File: src/rtl/icache_lookup_stage.sv
// Stage-1 instruction-cache lookup: tag/status arrays with masked writes,
// same-cycle write-to-read bypass, one-cycle read latency and a status-array flush sweep.
module icache_lookup_stage #(
    parameter int METADATA_WIDTH = 16,
    parameter int SET_BITS       = 4,
    parameter int NUM_WAYS       = 4,
    parameter int TAG_WIDTH      = 8,
    parameter int STATUS_WIDTH   = 2
) (
    input  logic                               clk,
    input  logic                               arst_n,
    input  logic                               i_halt,
    input  logic [METADATA_WIDTH-1:0]          i_metadata,
    input  logic                               i_metadata_valid,
    input  logic [SET_BITS-1:0]                i_r_set_addr,
    input  logic                               i_r_valid,
    input  logic [SET_BITS-1:0]                i_w_ta_set_addr,
    input  logic [TAG_WIDTH*NUM_WAYS-1:0]      i_w_ta_data,
    input  logic [NUM_WAYS-1:0]                i_w_ta_mask,
    input  logic                               i_w_ta_valid,
    input  logic [SET_BITS-1:0]                i_w_sa_set_addr,
    input  logic [STATUS_WIDTH*NUM_WAYS-1:0]   i_w_sa_data,
    input  logic [NUM_WAYS-1:0]                i_w_sa_mask,
    input  logic                               i_w_sa_valid,
    input  logic                               i_flush,
    output logic [TAG_WIDTH*NUM_WAYS-1:0]      o_ta_data,
    output logic                               o_ta_data_valid,
    output logic [STATUS_WIDTH*NUM_WAYS-1:0]   o_sa_data,
    output logic                               o_sa_data_valid,
    output logic [METADATA_WIDTH-1:0]          o_metadata,
    output logic                               o_metadata_valid,
    output logic                               o_flush_busy,
    output logic                               o_ready
);

    localparam int NUM_SETS = 2 ** SET_BITS;
    localparam int TA_W     = TAG_WIDTH * NUM_WAYS;
    localparam int SA_W     = STATUS_WIDTH * NUM_WAYS;
    localparam logic [SET_BITS-1:0] LAST_SET = SET_BITS'(NUM_SETS - 1);

    typedef enum logic {
        ST_IDLE  = 1'b0,
        ST_FLUSH = 1'b1
    } state_t;

    state_t              r_state;
    state_t              w_state_next;
    logic [SET_BITS-1:0] r_cnt;
    logic [SET_BITS-1:0] w_cnt_next;

    logic [TA_W-1:0] r_ta_mem [NUM_SETS];
    logic [SA_W-1:0] r_sa_mem [NUM_SETS];

    logic [TA_W-1:0]           r_ta_data;
    logic                      r_ta_data_valid;
    logic [SA_W-1:0]           r_sa_data;
    logic                      r_sa_data_valid;
    logic [METADATA_WIDTH-1:0] r_metadata;
    logic                      r_metadata_valid;

    logic            w_ready;
    logic            w_rd_acc;
    logic            w_ta_wr;
    logic            w_sa_wr;
    logic            w_flush_clr;
    logic [TA_W-1:0] w_ta_row;
    logic [SA_W-1:0] w_sa_row;

    // Every request input is qualified by this one signal; nothing is accepted while halted or flushing.
    assign w_ready     = ~i_halt & (r_state == ST_IDLE);
    assign w_rd_acc    = i_r_valid & w_ready;
    assign w_ta_wr     = i_w_ta_valid & w_ready;
    assign w_sa_wr     = i_w_sa_valid & w_ready;
    assign w_flush_clr = (r_state == ST_FLUSH) & ~i_halt;

    always_ff @(posedge clk) begin
        if (!arst_n) begin
            r_state <= ST_FLUSH;
            r_cnt   <= '0;
        end else begin
            r_state <= w_state_next;
            r_cnt   <= w_cnt_next;
        end
    end

    always_comb begin
        w_state_next = r_state;
        w_cnt_next   = r_cnt;
        case (r_state)
            ST_IDLE: begin
                if (i_flush && w_ready) begin
                    w_state_next = ST_FLUSH;
                    w_cnt_next   = '0;
                end
            end
            ST_FLUSH: begin
                if (!i_halt) begin
                    if (r_cnt == LAST_SET) begin
                        w_state_next = ST_IDLE;
                        w_cnt_next   = '0;
                    end else begin
                        w_cnt_next = r_cnt + 1'b1;
                    end
                end
            end
            default: begin
                w_state_next = ST_FLUSH;
                w_cnt_next   = '0;
            end
        endcase
    end

    // Tag array is never cleared; only fills from the miss path change it.
    always_ff @(posedge clk) begin
        if (arst_n && w_ta_wr) begin
            for (int w = 0; w < NUM_WAYS; w++) begin
                if (i_w_ta_mask[w]) begin
                    r_ta_mem[i_w_ta_set_addr][w*TAG_WIDTH +: TAG_WIDTH] <=
                        i_w_ta_data[w*TAG_WIDTH +: TAG_WIDTH];
                end
            end
        end
    end

    // Flush clears and host writes are exclusive: writes need IDLE, clears need FLUSH.
    always_ff @(posedge clk) begin
        if (arst_n) begin
            if (w_flush_clr) begin
                r_sa_mem[r_cnt] <= '0;
            end else if (w_sa_wr) begin
                for (int w = 0; w < NUM_WAYS; w++) begin
                    if (i_w_sa_mask[w]) begin
                        r_sa_mem[i_w_sa_set_addr][w*STATUS_WIDTH +: STATUS_WIDTH] <=
                            i_w_sa_data[w*STATUS_WIDTH +: STATUS_WIDTH];
                    end
                end
            end
        end
    end

    always_comb begin
        w_ta_row = r_ta_mem[i_r_set_addr];
        w_sa_row = r_sa_mem[i_r_set_addr];
        for (int w = 0; w < NUM_WAYS; w++) begin
            if (w_ta_wr && (i_w_ta_set_addr == i_r_set_addr) && i_w_ta_mask[w]) begin
                w_ta_row[w*TAG_WIDTH +: TAG_WIDTH] = i_w_ta_data[w*TAG_WIDTH +: TAG_WIDTH];
            end
            if (w_sa_wr && (i_w_sa_set_addr == i_r_set_addr) && i_w_sa_mask[w]) begin
                w_sa_row[w*STATUS_WIDTH +: STATUS_WIDTH] =
                    i_w_sa_data[w*STATUS_WIDTH +: STATUS_WIDTH];
            end
        end
    end

    always_ff @(posedge clk) begin
        if (!arst_n) begin
            r_ta_data        <= '0;
            r_ta_data_valid  <= 1'b0;
            r_sa_data        <= '0;
            r_sa_data_valid  <= 1'b0;
            r_metadata       <= '0;
            r_metadata_valid <= 1'b0;
        end else if (!i_halt) begin
            r_ta_data_valid  <= w_rd_acc;
            r_sa_data_valid  <= w_rd_acc;
            r_metadata       <= i_metadata;
            r_metadata_valid <= i_metadata_valid & w_ready;
            if (w_rd_acc) begin
                r_ta_data <= w_ta_row;
                r_sa_data <= w_sa_row;
            end
        end
    end

    assign o_ta_data        = r_ta_data;
    assign o_ta_data_valid  = r_ta_data_valid;
    assign o_sa_data        = r_sa_data;
    assign o_sa_data_valid  = r_sa_data_valid;
    assign o_metadata       = r_metadata;
    assign o_metadata_valid = r_metadata_valid;
    assign o_flush_busy     = (r_state == ST_FLUSH);
    assign o_ready          = w_ready;

endmodule

File: config.mk
export PLATFORM = sky130hd
export DESIGN_NAME = icache_lookup_stage
export DESIGN_NICKNAME = d
export VERILOG_FILES = /design/src/rtl/icache_lookup_stage.sv
export SDC_FILE = /design/constraint.sdc
export NUM_CORES = 1
export LEC_CHECK = 0
export CAP_MARGIN = 0
export CELL_PAD_IN_SITES_DETAIL_PLACEMENT = 1
export CELL_PAD_IN_SITES_GLOBAL_PLACEMENT = 2
export CORE_MARGIN = 5
export CORE_UTILIZATION = 25
export DETAILED_ROUTE_END_ITERATION = 7
export PLACE_DENSITY_LB_ADDON = 0.1
export SLEW_MARGIN = 5
export SYNTH_ARGS = -nofsm -noshare
export SYNTH_HDL_FRONTEND = slang
export SYNTH_SLANG_ARGS = --single-unit
File: constraint.sdc
create_clock -name clk -period 2.45 [get_ports clk]
set_clock_uncertainty 0.2 [all_clocks]
set_input_delay 0.3675 -clock clk [delete_from_list [all_inputs] [get_ports clk]]
set_output_delay 0.3675 -clock clk [all_outputs]
set_load 0.01 [all_outputs]
==> flow_summary.ini, run 1 <==
[run_status]
status = completed

[cts]
cts_root_buffer = clkbuf_16
clock_sinks = 703
cts_made_buffers = 88
cts_tree = done
clk_latency_ns = 0.63
cts_htree_levels = 3
post-cts-setup-buffer-count = 0
clockBufferDepth = 3
clk_pin_slew_ns = 0.06
hold_buffers = 0

[layout]
num_antenna_cells = 0
syn_to_final_growth_pct = 30.9
drive_gt1_frac = 0.313
final_cell_mix = 640 x edfxtp_1, 226 x buf_4, 160 x mux4_2
fin_nets = 1957
final_common_cell = edfxtp_1

[critical_path]
reg2regPathDepth = 8
path_delay_family = simple AND/OR/NAND/NOR gates
slowest_delay_ns = 0.54
cp-startpoint = i_w_sa_mask[0]
worst_ep_arrival_time_ns = 2.55
required_ns = 2.57
r2r_slack_ns = 0.16
critical_path_depth = 7
path_cells = clkdlybuf4s50_1 -> or4_1 -> and4_4 -> buf_4 -> mux2i_2 -> or2_2 -> nor2_1
critical_path_buf_inv_count = 2
r2r-start = o_flush_busy$_SDFF_PN1_
slowest_stage = or4_1
critPathMaxFanout = 7
cp-end-kind = flop
r2r_end = o_ta_data[19]$_SDFFE_PN0P_
start_kind = primary input
path_class = primary input to flop

[synthesis]
synthTopCellsByArea = edfxtp_1 70%, mux4_2 13%, dfxtp_1 4.6%, a22oi_1 1.8%, nor2_1 1.8%
synth_xor_xnor_area_share = 0.00382
synth-edff-count = 640
ys_warn_count = 0
synth.largest_area_cell = edfxtp_1
synth-async-reset-ratio = 0
synthAdderAreaFrac = 0.000455
synth-seq-cells = 703
synth_compound_area_frac = 0.0519
avgSynthCellArea_um2 = 19.0
synth_top_area_frac = 0.698
synth_top_family_by_area = multiplexers
postSynthCellCount = 1452
ys.flop_type = edfxtp_1
ys_seq_area_frac = 0.744
synth_area_um2 = 27500
synth_cell_types = 43
yosys.area_share.simple = 0.0459
synthMuxAreaShare = 0.139
synth_nets = 1537

[placement]
dp_hpwl_um = 55300
io_buffers = 144
globalplace.congestion = 0.719

[min_path]
min_from = i_metadata[11]
whs_endpoint = o_metadata[11]$_SDFFE_PN0N_
hp-class = primary input to flop
hold_depth = 3

[sta]
rsz0062_at_grt = true
fin_tns_setup_ns = 0
worst_pin_slew_ns = 0.705
fin_crit_ns = 2.44
setup_viol = 0
maxSlewHeadroom = 0.530
period_share = 0.994
hold_violations = 0
fmax_mhz = 411
hold_slack_ns = 0.151
maxSlewViolCount = 0

[die]
initial_core_util = 0.252
rows = 121
die_w_um = 342
dieArea_um2 = 117000
num_io_pins = 145
die_y_um = 342
core_um2 = 109000

[drt]
drt_iter0_drc = 754
dr.pass1.iters = 5
drc = 0
wirelength_um = 80700
ant_nets = 0
wire_per_inst_um = 23.6
viasPerCell = 4.44
vias = 15188

[grt]
grt_usage = 0.138
antenna_found_initial = 4
grt_overflow_total = 0
grt_max_degree = 39
first_global_vias = 17215
grt_pass1_wl_um = 119000

[power_and_ir_drop]
irDropWorstVdd_mv = 0.478
p_per_area_nw_per_um2 = 745
power.leakage_nw = 11.4

[flow_run]
drv_cap = 0
[repair_timing]
item | CTS | global route
cloned | 0 | 0
gates resized for setup | 4 | 22
setup endpoints to repair | 59 | 55
[synthesized netlist by cell type, types with 2 or more instances]
cell      number
mux4_2       160
nand4_1        4
xor2_1         2
o21ai_0       11
and4_4         2
a21oi_1       34
nor3_1        28
buf_1          3
a21o_1         4
clkbuf_1      58
edfxtp_1     640
buf_2         26
nand2b_1       2
nor2b_1       36
a211oi_2       8
a211oi_1       8
a221o_1       32
buf_4          3
dfxtp_1       63
a22oi_1       67
nor2_1       134
nand3_1        8
mux2i_1       22
xnor2_1       10
or2_2         10
buf_6          2
a31oi_2        2
a21boi_0       2
o22ai_1       16
and2_1        15
nand2_1       25
o21ai_1        4
[tightest hold or removal path, stage by stage]
cell             delay, ns
clkdlybuf4s50_1       0.39
mux2i_1               0.12
nor2b_1               0.05
[sequential cells by signal, indices dropped and copies added (netlist names)]
name,flops
r_ta_mem,512
o_metadata,16
r_cnt,4
o_metadata_valid,1
o_sa_data,8
o_flush_busy,1
o_ta_data,32
r_sa_mem,128
o_sa_data_valid,1
[routing by layer]
| layer | wire length (µm) | global-route usage | up-vias |
|---|---|---|---|
| li1 | - | - | 6795 |
| met1 | 34400 | 0.174 | 7987 |
| met2 | 40800 | 0.239 | 283 |
| met3 | 3460 | 0.0303 | 117 |
| met4 | 2030 | 0.0374 | 6 |
| met5 | 35 | 0 | - |
[where the power goes]
| group | internal [W] | switching (W) | total, W |
|---|---|---|---|
| sequential | 0.0131 | 0.0000186 | 0.0131 |
| clock | 0.00728 | 0.00499 | 0.0123 |
| combinational | 0.000718 | 0.000751 | 0.00147 |
[cells by family (layout without fill, tap and decap cells)]
group / Yosys count / count (layout)
DFF: 703 / 703
and+or+nand+nor: 270 / 270
buffers and inverters: 93 / 586
adders and majority gates: 1 / 1
muxes: 182 / 182
AOI/OAI and AO/OA: 191 / 191
xor gates and xnor gates: 12 / 12
[layout make-up]
| type | count | area [µm²] |
|---|---|---|
| clock buffer | 115 | 2390 |
| multi-input combinational | 656 | 6760 |
| tap | 1476 | 1850 |
| fill | 11074 | 73100 |
| clock inverter | 48 | 353 |
| timing repair buffer | 422 | 4180 |
| sequential | 703 | 20500 |
| inverter | 1 | 3.75 |
[worst max-delay path by stage]
stage / endpoint / slack (ns)
after CTS: o_flush_busy / 0.02
after floorplan: r_sa_mem[14][0]$_DFFE_PP_ / 0.07
after global placement: r_sa_mem[15][0]$_DFFE_PP_ / -0.82
after detailed placement: r_sa_mem[12][2]$_DFFE_PP_ / -0.87
after global routing: r_sa_mem[10][7]$_DFFE_PP_ / -0.03
final: r_sa_mem[10][6]$_DFFE_PP_ / 0.01
[stage by stage]
stage	total power, W	setup WS (ns)	cells	util	cell area, µm²
floorplan	0.0139	0.0671	1452	-	27500
finish	0.0268	0.0146	3421	0.330	36000
global route	0.0279	-0.0256	3421	0.330	36000
global placement	0.0148	-0.824	3258	0.304	33200
CTS	0.0274	0.0222	3421	0.329	35900
detailed placement	0.0148	-0.871	3258	0.304	33200
No activity file was read; power rests on OpenSTA's default activity.
==> run 2, diff against run 1 <==
--- a/config.mk
+++ b/config.mk
@@ -8,11 +8,11 @@
 export CAP_MARGIN = 0
 export CELL_PAD_IN_SITES_DETAIL_PLACEMENT = 1
 export CELL_PAD_IN_SITES_GLOBAL_PLACEMENT = 2
-export CORE_MARGIN = 5
+export CORE_MARGIN = 1.5
 export CORE_UTILIZATION = 25
 export DETAILED_ROUTE_END_ITERATION = 7
 export PLACE_DENSITY_LB_ADDON = 0.1
-export SLEW_MARGIN = 5
+export SLEW_MARGIN = 0
 export SYNTH_ARGS = -nofsm -noshare
 export SYNTH_HDL_FRONTEND = slang
 export SYNTH_SLANG_ARGS = --single-unit
==> flow_summary.ini, run 2 (synthesis gave the netlist of run 1 again) <==
[run_status]
status = completed

[grt]
grt_pass1_wl_um = 119000
antenna_found_initial = 4
grt_max_degree = 26
met3_usage = 0.0306
grt_usage = 0.146
first_global_vias = 16986
busiest_layer = met2
grt_overflow_total = 0
grt_use_met1 = 0.186
grtUsageMet2 = 0.249

[power_and_ir_drop]
internal_power_w = 0.0213
irDropWorstVdd_mv = 0.503
p_per_area_nw_per_um2 = 753
p_sw_frac = 0.211
seq_power_share = 0.485
power.leakage_nw = 11.4
netSwitchingPower_w = 0.00571
p_comb_frac = 0.052
power_w = 0.0270
clock_power_share = 0.463

[layout]
drive_gt1_frac = 0.301
postLayoutCellArea_um2 = 35900
final_cell_mix = 640 x edfxtp_1, 191 x buf_4, 160 x mux4_2
fin_nets = 1930
syn_to_final_growth_pct = 30.4
largest_reg_flops = 512
regMostFlops = r_ta_mem
num_antenna_cells = 0
final_common_cell = edfxtp_1

[critical_path]
path_class = primary input to flop
path_cells = clkdlybuf4s50_1 -> or4_1 -> and4_4 -> buf_12 -> mux2i_1 -> or2_2 -> nor2_1
r2r_slack_ns = 0.18
slowest_stage = or4_1
reg2regPathDepth = 8
critPathMaxFanout = 9
worst_ep_arrival_time_ns = 2.56
cp-end-kind = flop
r2r_end = o_ta_data[16]$_SDFFE_PN0P_
required_ns = 2.57
r2r-start = o_flush_busy$_SDFF_PN1_
slowest_delay_ns = 0.54
start_kind = primary input

[placement]
dp_hpwl_um = 54400
placed_area_um2 = 33000
globalplace.congestion = 0.722
io_buffers = 144

[die]
initial_core_util = 0.252
rows = 121
dieArea_um2 = 112000
die_w_um = 335
core_um2 = 109000
num_io_pins = 145
die_y_um = 335

[drt]
ant_nets = 0
dr.pass1.iters = 6
wirelength_um = 80300
drt_iter0_drc = 745
wire_per_inst_um = 24.1
drc = 0
vias = 15044
viasPerCell = 4.52

[cts]
clockBufferDepth = 3
clk_latency_ns = 0.64
cts_htree_levels = 3
post-cts-setup-buffer-count = 0
cts_tree = done
clock_sinks = 703
cts_made_buffers = 86
cts_root_buffer = clkbuf_16
clk_pin_slew_ns = 0.06

[sta]
hold_violations = 0
maxSlewViolCount = 0
hold_slack_ns = 0.151
rsz0062_at_grt = true
fmax_mhz = 410
worst_pin_slew_ns = 1.07
period_share = 0.996
setup_viol = 0
fin_tns_setup_ns = 0
maxSlewHeadroom = 0.282
fin_crit_ns = 2.44

[min_path]
hold_depth = 3
hp-class = primary input to flop
whs_endpoint = o_metadata[13]$_SDFFE_PN0N_
min_from = i_metadata[13]

[flow_run]
drv_cap = 0
## run 2: cell count changes in the layout (fill, tap and decap cells not counted), sizes merged
cell	change
clkinvlp	-1
dlymetal6s2s	+2
inv	-3
clkinv	-1
dlygate4sd2	-1
clkbuf	-4
bufinv	+4
buf	-25
clkdlybuf4s50	-1
## run 2: metal layers
metal,wire length [µm],vias to the layer above
met5,57,-
met4,1870,8
met3,3260,120
met2,40000,254
met1,35100,7926
li1,-,6736
## run 2: worst max path at each step
stage | from | endpoint | cells after the start
floorplan | i_w_sa_mask[0] | r_sa_mem[14][0]$_DFFE_PP_ | 7
global placement | i_w_sa_mask[0] | r_sa_mem[7][4]$_DFFE_PP_ | 5
detailed placement | i_w_sa_mask[0] | r_sa_mem[7][5]$_DFFE_PP_ | 5
CTS | o_flush_busy$_SDFF_PN1_ | o_flush_busy | 2
global route | i_w_sa_mask[0] | r_sa_mem[1][6]$_DFFE_PP_ | 7
finish | i_w_sa_mask[0] | r_sa_mem[1][6]$_DFFE_PP_ | 7
## run 2: power by group through the flow
stage / combinational, W / sequential (W) / clock [W]
floorplan: 0.000603 / 0.0133 / 0
global placement: 0.00143 / 0.0133 / 0
detailed placement: 0.00145 / 0.0133 / 0
CTS: 0.00146 / 0.0131 / 0.0130
global route: 0.00153 / 0.0131 / 0.0134
finish: 0.00141 / 0.0131 / 0.0125
## run 2: final cells by class
| class | instances | area (µm²) |
|---|---|---|
| repair buffers | 397 | 4130 |
| inverters | 1 | 3.75 |
| clock inverters | 47 | 455 |
| flip-flops and latches | 703 | 20500 |
| well taps | 1414 | 1770 |
| fillers | 11022 | 73100 |
| clock buffers | 111 | 2330 |
| multi-input cells | 656 | 6720 |
## run 2: through the flow
step,utilization,worst slack [ns],cells
global placement,0.303,-0.867,3171
CTS,0.329,-0.000209,3329
global route,0.329,-0.0234,3329
detailed placement,0.303,-0.901,3171
floorplan,-,0.0671,1452
finish,0.329,0.00918,3329
## run 2: critical path: cells and delay by family
family / cells / cell delay, ns
simple gates: 4 / 1.39
mux: 1 / 0.23
buf+inv: 2 / 0.57
## run 2: what timing repair did
| item | CTS | global route |
|---|---|---|
| setup endpoints to repair | 57 | 130 |
| resized for setup | 2 | 13 |
| gates cloned | 0 | 0 |
| hold buffers | 0 | 0 |
| pin swaps | 0 | 0 |
==> run 3, diff against run 2 <==
--- a/config.mk
+++ b/config.mk
@@ -16,3 +16,4 @@
 export SYNTH_ARGS = -nofsm -noshare
 export SYNTH_HDL_FRONTEND = slang
 export SYNTH_SLANG_ARGS = --single-unit
+export TNS_END_PERCENT = 1
==> flow_summary.ini, run 3 (synthesis gave the netlist of run 1 again) <==
[cts]
clk_pin_slew_ns = 0.06
cts_tree = done
post-cts-setup-buffer-count = 0
cts_made_buffers = 86
clock_sinks = 703
cts_root_buffer = clkbuf_16
cts_htree_levels = 3
clk_latency_ns = 0.64
clockBufferDepth = 3

[grt]
grt_usage = 0.146
first_global_vias = 16986
antenna_found_initial = 4
grt_max_degree = 26
grt_overflow_total = 0
grt_pass1_wl_um = 119000

[flow_run]
drv_cap = 0

[critical_path]
slowest_stage = or4_1
path_delay_family = simple AND/OR/NAND/NOR gates
slowest_delay_ns = 0.54
path_cells = clkdlybuf4s50_1 -> or4_1 -> and4_4 -> buf_12 -> mux2i_1 -> or2_2 -> nor2_1
critPathMaxFanout = 9
reg2regPathDepth = 8
critPathCapture = r_sa_mem[1][6]$_DFFE_PP_
worst_ep_arrival_time_ns = 2.56
critical_path_buf_inv_count = 2
cp-end-kind = flop
required_ns = 2.57
critical_path_depth = 7
cp-startpoint = i_w_sa_mask[0]
r2r_slack_ns = 0.18
r2r-start = o_flush_busy$_SDFF_PN1_
start_kind = primary input
path_class = primary input to flop
r2r_end = o_ta_data[16]$_SDFFE_PN0P_

[sta]
fin_crit_ns = 2.44
period_share = 0.998
rsz0062_at_grt = true
setup_viol = 0
fin_tns_setup_ns = 0
worst_pin_slew_ns = 1.07
maxSlewHeadroom = 0.282
fmax_mhz = 409
hold_violations = 0
maxSlewViolCount = 0

[layout]
final_common_cell = edfxtp_1
final_cell_mix = 640 x edfxtp_1, 191 x buf_4, 160 x mux4_2
drive_gt1_frac = 0.301
postLayoutCellArea_um2 = 35900
regMostFlops = r_ta_mem
largest_reg_flops = 512
syn_to_final_growth_pct = 30.4
num_antenna_cells = 0
fin_nets = 1930
nFillCells = 11022

[drt]
vias = 15042
ant_nets = 0
dr.pass1.iters = 6
drc = 0
drt_iter0_drc = 746
wirelength_um = 80300
wire_per_inst_um = 24.1
viasPerCell = 4.52

[die]
die_y_um = 335
dieArea_um2 = 112000
core_um2 = 109000
initial_core_util = 0.252
rows = 121
num_io_pins = 145
die_w_um = 335

[placement]
placed_area_um2 = 33000
dp_hpwl_um = 54400
globalplace.congestion = 0.722
io_buffers = 144

[min_path]
hp-class = primary input to flop

[run_status]
status = completed

[power_and_ir_drop]
irDropWorstVdd_mv = 0.503
p_per_area_nw_per_um2 = 753
power.leakage_nw = 11.4
## run 3: layer usage
metal,vias to the layer above,GRT usage,part of all wire
met3,120,0.0306,0.041
met1,7924,0.186,0.44
met5,-,0,0.00071
li1,6736,-,-
met4,8,0.0390,0.023
met2,254,0.249,0.50
## run 3: worst min path at each step
stage	startpoint	to	slack [ns]	cells past startpoint
after detailed placement	o_ta_data[22]$_SDFFE_PN0P_	o_ta_data[22]$_SDFFE_PN0P_	0.28	1
after CTS	i_metadata[13]	o_metadata[13]$_SDFFE_PN0N_	0.09	3
final	i_metadata[13]	o_metadata[13]$_SDFFE_PN0N_	0.15	3
after global placement	o_ta_data[26]$_SDFFE_PN0P_	o_ta_data[26]$_SDFFE_PN0P_	0.27	1
after global routing	i_w_ta_data[30]	r_ta_mem[0][30]$_DFFE_PP_	0.12	1
after floorplan	i_w_ta_data[0]	r_ta_mem[0][0]$_DFFE_PP_	0.27	0
## run 3: area by class of cell
class | count | area, µm² | area share
Clock inverter | 47 | 455 | 0.0127
Sequential cell | 703 | 20500 | 0.571
Tap cell | 1414 | 1770 | 0.0493
Timing Repair Buffer | 397 | 4130 | 0.115
Multi-Input combinational cell | 656 | 6720 | 0.187
Clock buffer | 111 | 2330 | 0.0649
Inverter | 1 | 3.75 | 0.000105
## run 3: worst register-to-register path, stage by stage, from the launching register on
cell and delay [ns]:
dfxtp_1 0.34, buf_4 0.19, nor4bb_4 0.28, buf_4 0.24, nand2_1 0.13, o21ai_1 0.16, buf_4 0.23, a21oi_1 0.08
a221o_1 0.28
## run 3: per-stage QoR
| step | setup slack [ns] | power [W] | std cells | utilization | hold slack [ns] |
|---|---|---|---|---|---|
| after global routing | -0.0234 | 0.0280 | 3329 | 0.329 | 0.116 |
| after detailed placement | -0.901 | 0.0148 | 3171 | 0.303 | 0.276 |
| final | 0.00587 | 0.0270 | 3329 | 0.329 | 0.151 |
| after floorplan | 0.0671 | 0.0139 | 1452 | - | 0.266 |
| after CTS | -0.000209 | 0.0275 | 3329 | 0.329 | 0.0945 |
| after global placement | -0.867 | 0.0148 | 3171 | 0.303 | 0.270 |
## run 3: where the power goes
group / leakage, nW / internal, W / switching [W]
sequential: 6.08 / 0.0131 / 0.0000204
combinational: 3.92 / 0.000691 / 0.000722
clock: 1.37 / 0.00754 / 0.00496
## run 3: timing repair
item                                    CTS  global route
pin swaps                                 0             0
hold buffers                              0             0
endpoints found under the setup margin   57           130
endpoints found under the hold margin     0             0
resized for setup                         2            12
